--- config.mk ---
export PLATFORM = sky130hd
export DESIGN_NAME = selection_of_avatar_p
export DESIGN_NICKNAME = d
export VERILOG_FILES = /design/src/rtl/selection_of_avatar_p.sv
export SDC_FILE = /design/constraint.sdc
export NUM_CORES = 1
export LEC_CHECK = 0
export CORE_MARGIN = 2
export CORE_UTILIZATION = 50
export DETAILED_ROUTE_END_ITERATION = 16
export PLACE_DENSITY = 0.67
export SLEW_MARGIN = 20
export SYNTH_ARGS = -nofsm -noshare
export SYNTH_HDL_FRONTEND = slang
export SYNTH_SLANG_ARGS = --single-unit
--- constraint.sdc ---
create_clock -name CLK -period 4.3 [get_ports CLK]
set_clock_uncertainty 0.2 [all_clocks]
set_input_delay 0.86 -clock CLK [delete_from_list [all_inputs] [get_ports CLK]]
set_output_delay 0.86 -clock CLK [all_outputs]
set_load 0.005 [all_outputs]
--- src/rtl/selection_of_avatar_p.sv ---
// selection_of_avatar_p: timed register/vote/tally election FSM; define ELECTION_TIE_DETECT_EN to add the Tie output
module selection_of_avatar_p #(
  parameter int ID_W        = 6,
  parameter int CAND_W      = 2,
  parameter int CNT_W       = 6,
  parameter int BOX_W       = 2,
  parameter int REG_CYCLES  = 100,
  parameter int VOTE_CYCLES = 100
) (
  input  logic              CLK,
  input  logic              RST_N,
  input  logic              valid,
  input  logic [1:0]        mode,
  input  logic [ID_W-1:0]   userID,
  input  logic [CAND_W-1:0] candidate,
  output logic [BOX_W-1:0]  ballotBoxId,
  output logic [1:0]        phase,
  output logic [ID_W:0]     numberOfRegisteredVoters,
  output logic [CNT_W-1:0]  numberOfVotesWinner,
  output logic [CAND_W-1:0] WinnerId,
  output logic              WinnerValid,
  output logic              AlreadyRegistered,
  output logic              AlreadyVoted,
  output logic              NotRegistered,
  output logic              VotingHasNotStarted,
`ifdef ELECTION_TIE_DETECT_EN
  output logic              Tie,
`endif
  output logic              RegistrationHasEnded
);
  typedef enum logic [1:0] {REGISTER, VOTE, TALLY, DONE} phase_t;
  phase_t            st;
  logic [31:0]       cyc;
  logic [2**ID_W-1:0] reg_m, voted_m;
  logic [CNT_W-1:0]  votes [2**CAND_W];
  logic [CAND_W-1:0] best_id, nb_id, t_idx;
  logic [CNT_W-1:0]  best_cnt, nb_cnt;
  logic              take;
`ifdef ELECTION_TIE_DETECT_EN
  logic              best_tie, nb_tie;
`endif
  assign phase = st;
  assign t_idx = cyc[CAND_W-1:0];
  // running maximum for the candidate examined this tally edge; first candidate seeds it, ties keep the lower index
  always_comb begin
    take   = (t_idx == '0) || (votes[t_idx] > best_cnt);
    nb_id  = take ? t_idx : best_id;
    nb_cnt = take ? votes[t_idx] : best_cnt;
`ifdef ELECTION_TIE_DETECT_EN
    nb_tie = take ? 1'b0 : ((votes[t_idx] == best_cnt) ? 1'b1 : best_tie);
`endif
  end
  // phase sequencing, request handling, tally and registered result/status outputs
  always_ff @(posedge CLK) begin
    if (!RST_N) begin
      st                       <= REGISTER;
      cyc                      <= '0;
      reg_m                    <= '0;
      voted_m                  <= '0;
      for (int i = 0; i < 2**CAND_W; i++) votes[i] <= '0;
      best_id                  <= '0;
      best_cnt                 <= '0;
      ballotBoxId              <= '0;
      numberOfRegisteredVoters <= '0;
      numberOfVotesWinner      <= '0;
      WinnerId                 <= '0;
      WinnerValid              <= 1'b0;
      AlreadyRegistered        <= 1'b0;
      AlreadyVoted             <= 1'b0;
      NotRegistered            <= 1'b0;
      VotingHasNotStarted      <= 1'b0;
      RegistrationHasEnded     <= 1'b0;
`ifdef ELECTION_TIE_DETECT_EN
      best_tie                 <= 1'b0;
      Tie                      <= 1'b0;
`endif
    end else begin
      AlreadyRegistered    <= 1'b0;
      AlreadyVoted         <= 1'b0;
      NotRegistered        <= 1'b0;
      VotingHasNotStarted  <= 1'b0;
      RegistrationHasEnded <= 1'b0;
      case (st)
        REGISTER: begin
          cyc <= (cyc == REG_CYCLES - 1) ? '0 : cyc + 1;
          if (cyc == REG_CYCLES - 1) st <= VOTE;
        end
        VOTE: begin
          cyc <= (cyc == VOTE_CYCLES - 1) ? '0 : cyc + 1;
          if (cyc == VOTE_CYCLES - 1) st <= TALLY;
        end
        TALLY: begin
          cyc      <= cyc + 1;
          best_id  <= nb_id;
          best_cnt <= nb_cnt;
`ifdef ELECTION_TIE_DETECT_EN
          best_tie <= nb_tie;
`endif
          if (cyc == 2**CAND_W - 1) begin
            st                  <= DONE;
            WinnerId            <= nb_id;
            numberOfVotesWinner <= nb_cnt;
            WinnerValid         <= 1'b1;
`ifdef ELECTION_TIE_DETECT_EN
            Tie                 <= nb_tie;
`endif
          end
        end
        default: ;
      endcase
      if (valid) begin
        ballotBoxId <= userID[ID_W-1 -: BOX_W];
        if (st == REGISTER && mode == 2'd0) begin
          if (reg_m[userID]) AlreadyRegistered <= 1'b1;
          else begin
            reg_m[userID]            <= 1'b1;
            numberOfRegisteredVoters <= numberOfRegisteredVoters + 1'b1;
          end
        end
        if (st == REGISTER && mode == 2'd1) VotingHasNotStarted <= 1'b1;
        if (st == VOTE && mode == 2'd0) RegistrationHasEnded <= 1'b1;
        if (st == VOTE && mode == 2'd1) begin
          if (!reg_m[userID]) NotRegistered <= 1'b1;
          else if (voted_m[userID]) AlreadyVoted <= 1'b1;
          else begin
            voted_m[userID]   <= 1'b1;
            votes[candidate]  <= (votes[candidate] == '1) ? votes[candidate] : votes[candidate] + 1'b1;
          end
        end
      end
    end
  end
endmodule

==> results by stage <==
Routing:
- Using the TritonRoute via totals, the vias-per-cell ratio works out to 5.92.
- The final wirelength is 25.3 mm.
- Dividing the detail-routed wire length by the instance count gives 18.6 microns.
- The DRC violation total after the first TritonRoute iteration is 525.
- Before antenna repair, the detailed router went through 5 iterations.
- For this block, the via count after detailed routing is 8073.
- The number of nets with antenna violations after detailed routing is 0.
- The number of remaining DRC errors is 0.

CTS:
- The maximum clock path buffer count is 3.
- Post-CTS timing repair inserted 0 buffers for setup.
- The total number of clock tree sinks is 219.
- After clock tree synthesis, the flow added hold-fix buffers numbering 0.
- The number of buffers added by the clock tree synthesis step is 24.
- TritonCTS built the clock tree.
- The clock-pin slew reported for the worst setup and hold paths after clock tree synthesis is 0.06 ns.
- The maximum level of the CTS H-tree is 1.
- The clock insertion delay at the later pin of the skew report is 0.52 ns.
- The CTS root buffer is clkbuf_16.
- The number of gates resized after CTS was 0.

Timing:
- The number of max-slew violations in the final report is 0.
- The total negative setup slack is 0 ns.
- The actual slew at the worst max-slew pin is 0.774 ns.
- The worst path needs 3.87 ns of the cycle, external delays included.
- Setup repair after global routing left no endpoint under its margin.
- The final count of hold timing violations is 0.
- The final setup slack of the worst path is 0.426 ns.
- The count of endpoints failing setup in the final report is 0.
- The post-route fraction of the period consumed by the critical path is 90.1%.
- The maximum operating frequency is 258 MHz.
- The normalized max-slew margin is 48.4%.

Setup path:
- The kind of end point of the critical path is a flop.
- The worst setup path is of the in -> reg kind.
- The critical path arrival is 3.90 ns.
- Of all nets on the critical path, the largest fanout is 17.
- The number of cells on the worst reg-to-reg path is 10.
- The launching element type of the critical path is a primary input.
- At the worst endpoint, the required time is 4.32 ns.

Global routing:
- Entering global routing, the biggest net connects 65 pins.
- The number of global-route vias before repair is 7743.
- The first global-routing pass estimated 41.2 mm of wire.
- For this run, the total global-route usage over all layers was measured as 23.0%.
- The number of antenna violations at the first check in global routing was 0.
- After global routing the overflow that remains totals 0.

Layout:
- The area growth from synthesis to layout is 13.7%.
- The area taken by multi-input logic gates is 5250 sq um.
- For this run, the share of the core covered by cells in the final layout is 58.0%.
- The layout net count is 1104.
- In the final layout, flip-flops and latches occupy 4620 sq um.
- After filler insertion, the fill cell instance count of the layout stands at 1809.
- 0 antenna diodes ended up in the layout.
- Of the cells placed in the final design, the portion with a size suffix greater than 1 is 13.5%.
- The post-route standard cell area excluding fillers is 11800 sq um.

Worst hold path:
- The worst hold path belongs to the class reg -> reg.
- The worst hold path depth is 2.

Job:
- The tool flagged a number of max-cap violations equal to 0.

Die:
- The die is 148 microns wide.
- For this configuration, the core starts out at a cell density of 51.1%.
- The vertical extent of the die is 148 microns.
- The initialized floorplan defines 52 standard-cell rows.
- The die footprint is 21900 sq um.
- The area of the placeable core is 20300 sq um.
- The number of placed I/O pins is 38.

Synth:
- The xor-xnor portion of the synthesized cell area is 2.87%.
- The fraction of the mapped netlist area in simple logic gates is 16.9%.
- Yosys mapped a number of flops with a built-in enable equal to 24.
- The sequential area share after synthesis is 44.6%.
- Yosys mapped the design onto 52 distinct sky130hd cell types.
- The synthesized netlist devotes 20.0% of its cell area to compound gates.
- In this run the mean area of a mapped cell was 9.73 sq um.
- By area, the combinational part of the netlist is dominated by compound AO/OA/AOI/OAI gates.
- The gate count after technology mapping is 1065.
- The multiplexer share of the synthesized area is 8.90%.
- The net count after synthesis is 1093.
- The synthesized-area fraction occupied by adder cells is 1.81%.
- The post-synth design cell area is 10400 sq um.
- The number of synthesis warnings is 0.
- The register bit total from synthesis is 219.
- In the synthesized netlist the async set-or-reset flop fraction comes to 0%.
- In the synthesized netlist the dominant register cell turns out to be dfxtp_1.

Place:
- Prior to clock tree synthesis, the placed netlist has a worst setup slack of -0.0643 ns.
- In this run the cell area measured after placement is 11000 sq um.
- Routability-driven placement finished with a final weighted congestion of 0.858.
- The count of buffers added on input and output ports is 37.
- Summed over all nets, the half-perimeter wirelength after detailed placement is 16.7 mm.

Power:
- The static power due to leakage is 4.42 nW.
- The power per unit of standard cell area is 382 nW/um^2.
- The worst vdd rail ir drop is 0.337 mV.

Run status:
- The flow ran to the end, and the final reports show no timing, DRC or antenna violations.
==> synthesized netlist by cell type, types with 9 or more instances <==
cell      instances  share of area (%)
nand2b_1         17                1.0
a221o_1          12                1.2
mux4_2           12                2.6
buf_2            10               0.48
a21oi_1          32                1.5
nand2_1         168                6.1
o21ai_0          18               0.87
o22ai_1          10               0.60
xnor2_1          13                1.1
nor2b_1           9               0.54
o41ai_1          19                1.6
nand4_1          19                1.1
ha_1             15                1.8
xor2_1           21                1.8
edfxtp_1         24                7.0
nand3_1          38                1.8
o41ai_2          49                7.7
buf_1            12               0.43
clkbuf_1         54                2.0
nor2_1           85                3.1
o31ai_1          64                4.6
and3_1            9               0.54
buf_6             9               0.98
dfxtp_1         195                 38
mux2i_1          64                6.2
inv_1            16               0.58
==> registers in the layout (all words and copies together) (netlist names), named ones only <==
register,count
NotRegistered,1
best_cnt,6
WinnerValid,1
voted_m,64
AlreadyRegistered,1
AlreadyVoted,1
reg_m,64
numberOfRegisteredVoters,7
numberOfVotesWinner,6
phase,2
VotingHasNotStarted,1
RegistrationHasEnded,1
cyc,32
votes,24
best_id,2
ballotBoxId,2
WinnerId,2
==> layout make-up <==
type | instances | share of cell area (%)
flip-flops and latches | 219 | 39.3
inverters | 16 | 0.510
clock buffers | 41 | 6.42
well taps | 270 | 2.87
multi-input cells | 738 | 44.5
repair buffers | 77 | 6.27
clock inverters | 3 | 0.159
==> critical path, stage by stage <==
cell             delay, ns
clkdlybuf4s50_1       0.46
and2_1                0.39
a221o_1               0.37
a21oi_1               0.18
o22ai_1               0.09
or4_2                 0.69
or2_1                 0.32
o41ai_1               0.32
buf_4                 0.22
==> worst paths after layout <==
check,startpoint,end,slack (ns)
hold / removal,reg_m[36],reg_m[36],0.25
setup / recovery,userID[1],votes[2][2],0.43
hold reg to reg,reg_m[36],reg_m[36],0.25
setup reg to reg,flop,best_cnt[3],1.08
==> report_power, final <==
part | switching (mW) | internal, mW
sequential | 0.0164 | 2.08
combinational | 0.273 | 0.131
clock | 0.809 | 1.19
total | 1.10 | 3.40
==> stage by stage <==
step | hold slack (ns) | std cells | total power [mW]
global placement | 0.231 | 1320 | 2.54
floorplan | 0.219 | 1065 | 2.42
detailed placement | 0.238 | 1320 | 2.54
global route | 0.266 | 1364 | 4.65
CTS | 0.252 | 1364 | 4.53
finish | 0.248 | 1364 | 4.50
==> layout by cell type (no fill, tap or decap), types with 8 or more instances in the layout <==
cell and instances:
a21oi_1 32, inv_1 16, buf_4 35, xor2_1 21, a221o_1 12, and3_1 9
o31ai_1 64, clkbuf_16 25, nand2b_1 17, o21ai_0 17, clkdlybuf4s50_1 35, o41ai_1 19
a22oi_1 8, mux2i_1 64, mux4_2 12, nor2b_1 9, nand4_1 19, ha_1 15
nor2_1 84, xnor2_1 13, clkbuf_1 9, nand2_1 168, o22ai_1 10, edfxtp_1 24
nand3_1 38, o41ai_2 49, dfxtp_1 195, nor4_1 8
==> kinds of logic after synthesis <==
group                      after synthesis
AOI/OAI and AO/OA                      227
and+or+nand+nor                        385
DFF                                    219
xor gates and xnor gates                34
muxes                                   77
buffers and inverters                  108
adders and majority gates               15
==> metal layers <==
| layer | global-route usage [%] | part of all wire [%] | wire length (microns) |
|---|---|---|---|
| met1 | 32.2 | 46 | 11800 |
| met2 | 37.2 | 47 | 11800 |
| met3 | 3.98 | 4.8 | 1220 |
| met4 | 5.71 | 2.0 | 496 |
| met5 | 0 | 0 | 0 |
Note: power is estimated with default switching activity, not from simulation.
==> edit: new RTL, config.mk and constraints unchanged <==
Add a define of `ELECTION_TIE_DETECT_EN`.
--- a/src/rtl/selection_of_avatar_p.sv
+++ b/src/rtl/selection_of_avatar_p.sv
@@ -1,4 +1,6 @@
 // selection_of_avatar_p: timed register/vote/tally election FSM; define ELECTION_TIE_DETECT_EN to add the Tie output
+`define ELECTION_TIE_DETECT_EN
+
 module selection_of_avatar_p #(
   parameter int ID_W        = 6,
   parameter int CAND_W      = 2,
Check against the original RTL (old outputs only; new: Tie): same outputs for any inputs over 4 cycles, from zero or initial values and one cycle with RST_N low; that may be too few to reach the edited logic, so the function may still have changed.
==> edit against the unedited design <==
Setup slack better by 0.060 ns; utilization is 0.87 points higher; count of clock-buffer cells in the layout is 11 lower; non-clock buffer count is 18 higher; power is 2.7% higher; wire length is 1.3% lower; sequential cell count is 2 higher; critical path depth is 2 higher; hold slack better by 0.00071 ns; via count is 2.0% higher; synthesized area is 0.65% higher; cell area is 1.8% higher; largest cell class unchanged; largest power group is now clock.
==> edit: results (changes against the unedited design) <==
Routing
The post-detailed-route wirelength per cell is 17.8 um (-4.2%). The overall routed net length came to 25000 um (-1.3%). The number of DRC violations after detailed-routing iteration 0 is 655 (+25%). The routed wire length on met3 is 1010 um (-17%). The total number of vias was 8235 (+2.0%).

The met2 layer wire length in the routed design is 11500 um (-3.1%). The number of optimization iterations in the first detailed-route pass was 6 (+1). The met1 wire length came to 12000 um (+1.9%).

Placed design
The total half-perimeter wirelength after legalization and detailed placement came to 16900 um (+1.1%). The number of buffers added on ports is 38 (+2.7%). The placed instance area is 11200 um2 (+1.6%).

The final weighted congestion in routability-driven placement is 0.852 (-0.72%). The pre-CTS setup slack is -0.0256 ns (+0.0387 ns). The placed instance count is 1365 (+3.4%).

STA
The worst relative slew slack is 0.409 (-0.0747).

Critical path
The maximum fanout encountered on the critical timing path is 16 (-1). The critical path's slowest cell is sky130_fd_sc_hd__clkdlybuf4s50_1. The delay of the slowest critical-path stage was 0.57 ns (-0.12 ns). The kind of cell adding the most delay to the critical path is buffers and inverters.

Power
The internal power component was 0.00352 W (+3.7%). The largest vdd supply drop was 224 uV (-33%).

GRT
The met3 track demand over resource in global routing was 0.0267 (-0.0131). The met2 track demand over resource in global routing is 0.361 (-0.0113). The largest net degree at the start of global routing is 81 (+25%).

The number of global-route vias before repair is 7801 (+0.75%). The combined global-route utilization of all metal layers is 0.226 (-0.00419). The met1 track demand over resource came to 0.327 (+0.00597).

The wire length of the first global-routing pass is 40900 um (-0.67%).

Yosys
Sorting the synthesized cells by how often they occur yields 197 x sky130_fd_sc_hd__dfxtp_1, 177 x sky130_fd_sc_hd__nand2_1, 72 x sky130_fd_sc_hd__o31ai_1. The share of the yosys chip area belonging to registers was 0.447 (+0.000948). In the post-synthesis netlist, the biggest area contributors are sky130_fd_sc_hd__dfxtp_1 38%, sky130_fd_sc_hd__o31ai_2 7.2%, sky130_fd_sc_hd__edfxtp_1 6.9%. The per-instance average area after synthesis is 9.61 um2 (-1.3%).

Finish
The fraction of layout cells with a size suffix above 1 is 0.181 (+0.0462).

Min path
The worst hold path begins at voted_m[7].

Clocking
The number of buffers added by the clock tree synthesis step is 23 (-4.2%). The number of buffers added for setup after CTS is 0 (unchanged). The TritonCTS sink count is 221 (+0.91%).

Status
The run finished with clean final reports.
-- edit: final timing paths --
path | slack [ns] | end | cells after the start
max | 0.49 | votes[2][4] | 11
min | 0.25 | voted_m[7] | 2
max reg2reg | 0.84 | best_cnt[5] | 10
min reg2reg | 0.25 | voted_m[7] | 2
-- edit: final cells by class --
type | instances | area [um2]
clock buffers | 30 | 652
clock inverters | 10 | 155
fillers | 1801 | 8370
inverters | 16 | 60.1
multi-input cells | 763 | 5300
flip-flops and latches | 221 | 4660
well taps | 270 | 338
repair buffers | 95 | 826
-- edit: worst register-to-register path, stage by stage, from the launching register on --
cell	delay [ns]
sky130_fd_sc_hd__dfxtp_1	0.63
sky130_fd_sc_hd__mux4_2	0.61
sky130_fd_sc_hd__ha_1	0.30
sky130_fd_sc_hd__nor2b_1	0.13
sky130_fd_sc_hd__o21a_1	0.16
sky130_fd_sc_hd__o21a_1	0.16
sky130_fd_sc_hd__o21ai_0	0.19
sky130_fd_sc_hd__a21o_1	0.36
sky130_fd_sc_hd__a21boi_1	0.24
sky130_fd_sc_hd__buf_4	0.22
sky130_fd_sc_hd__o31ai_1	0.18
-- edit: power groups by stage --
stage                     clock (W)  combinational [W]  sequential [W]
after floorplan                   0           0.000256         0.00215
after global placement            0           0.000376         0.00216
after detailed placement          0           0.000378         0.00216
after CTS                   0.00216           0.000380         0.00211
after global routing        0.00224           0.000412         0.00211
final                       0.00213           0.000381         0.00211
-- edit: logic make-up (layout without fill, tap and decap cells) --
kind of cell,Yosys count,after routing,share of synthesized area
muxes,58,58,0.0757
xor gates and xnor gates,33,33,0.0277
AOI/OAI and AO/OA,262,262,0.209
DFF,221,221,0.447
adders and majority gates,15,15,0.0180
buffers and inverters,102,151,0.0468
and+or+nand+nor,395,395,0.176
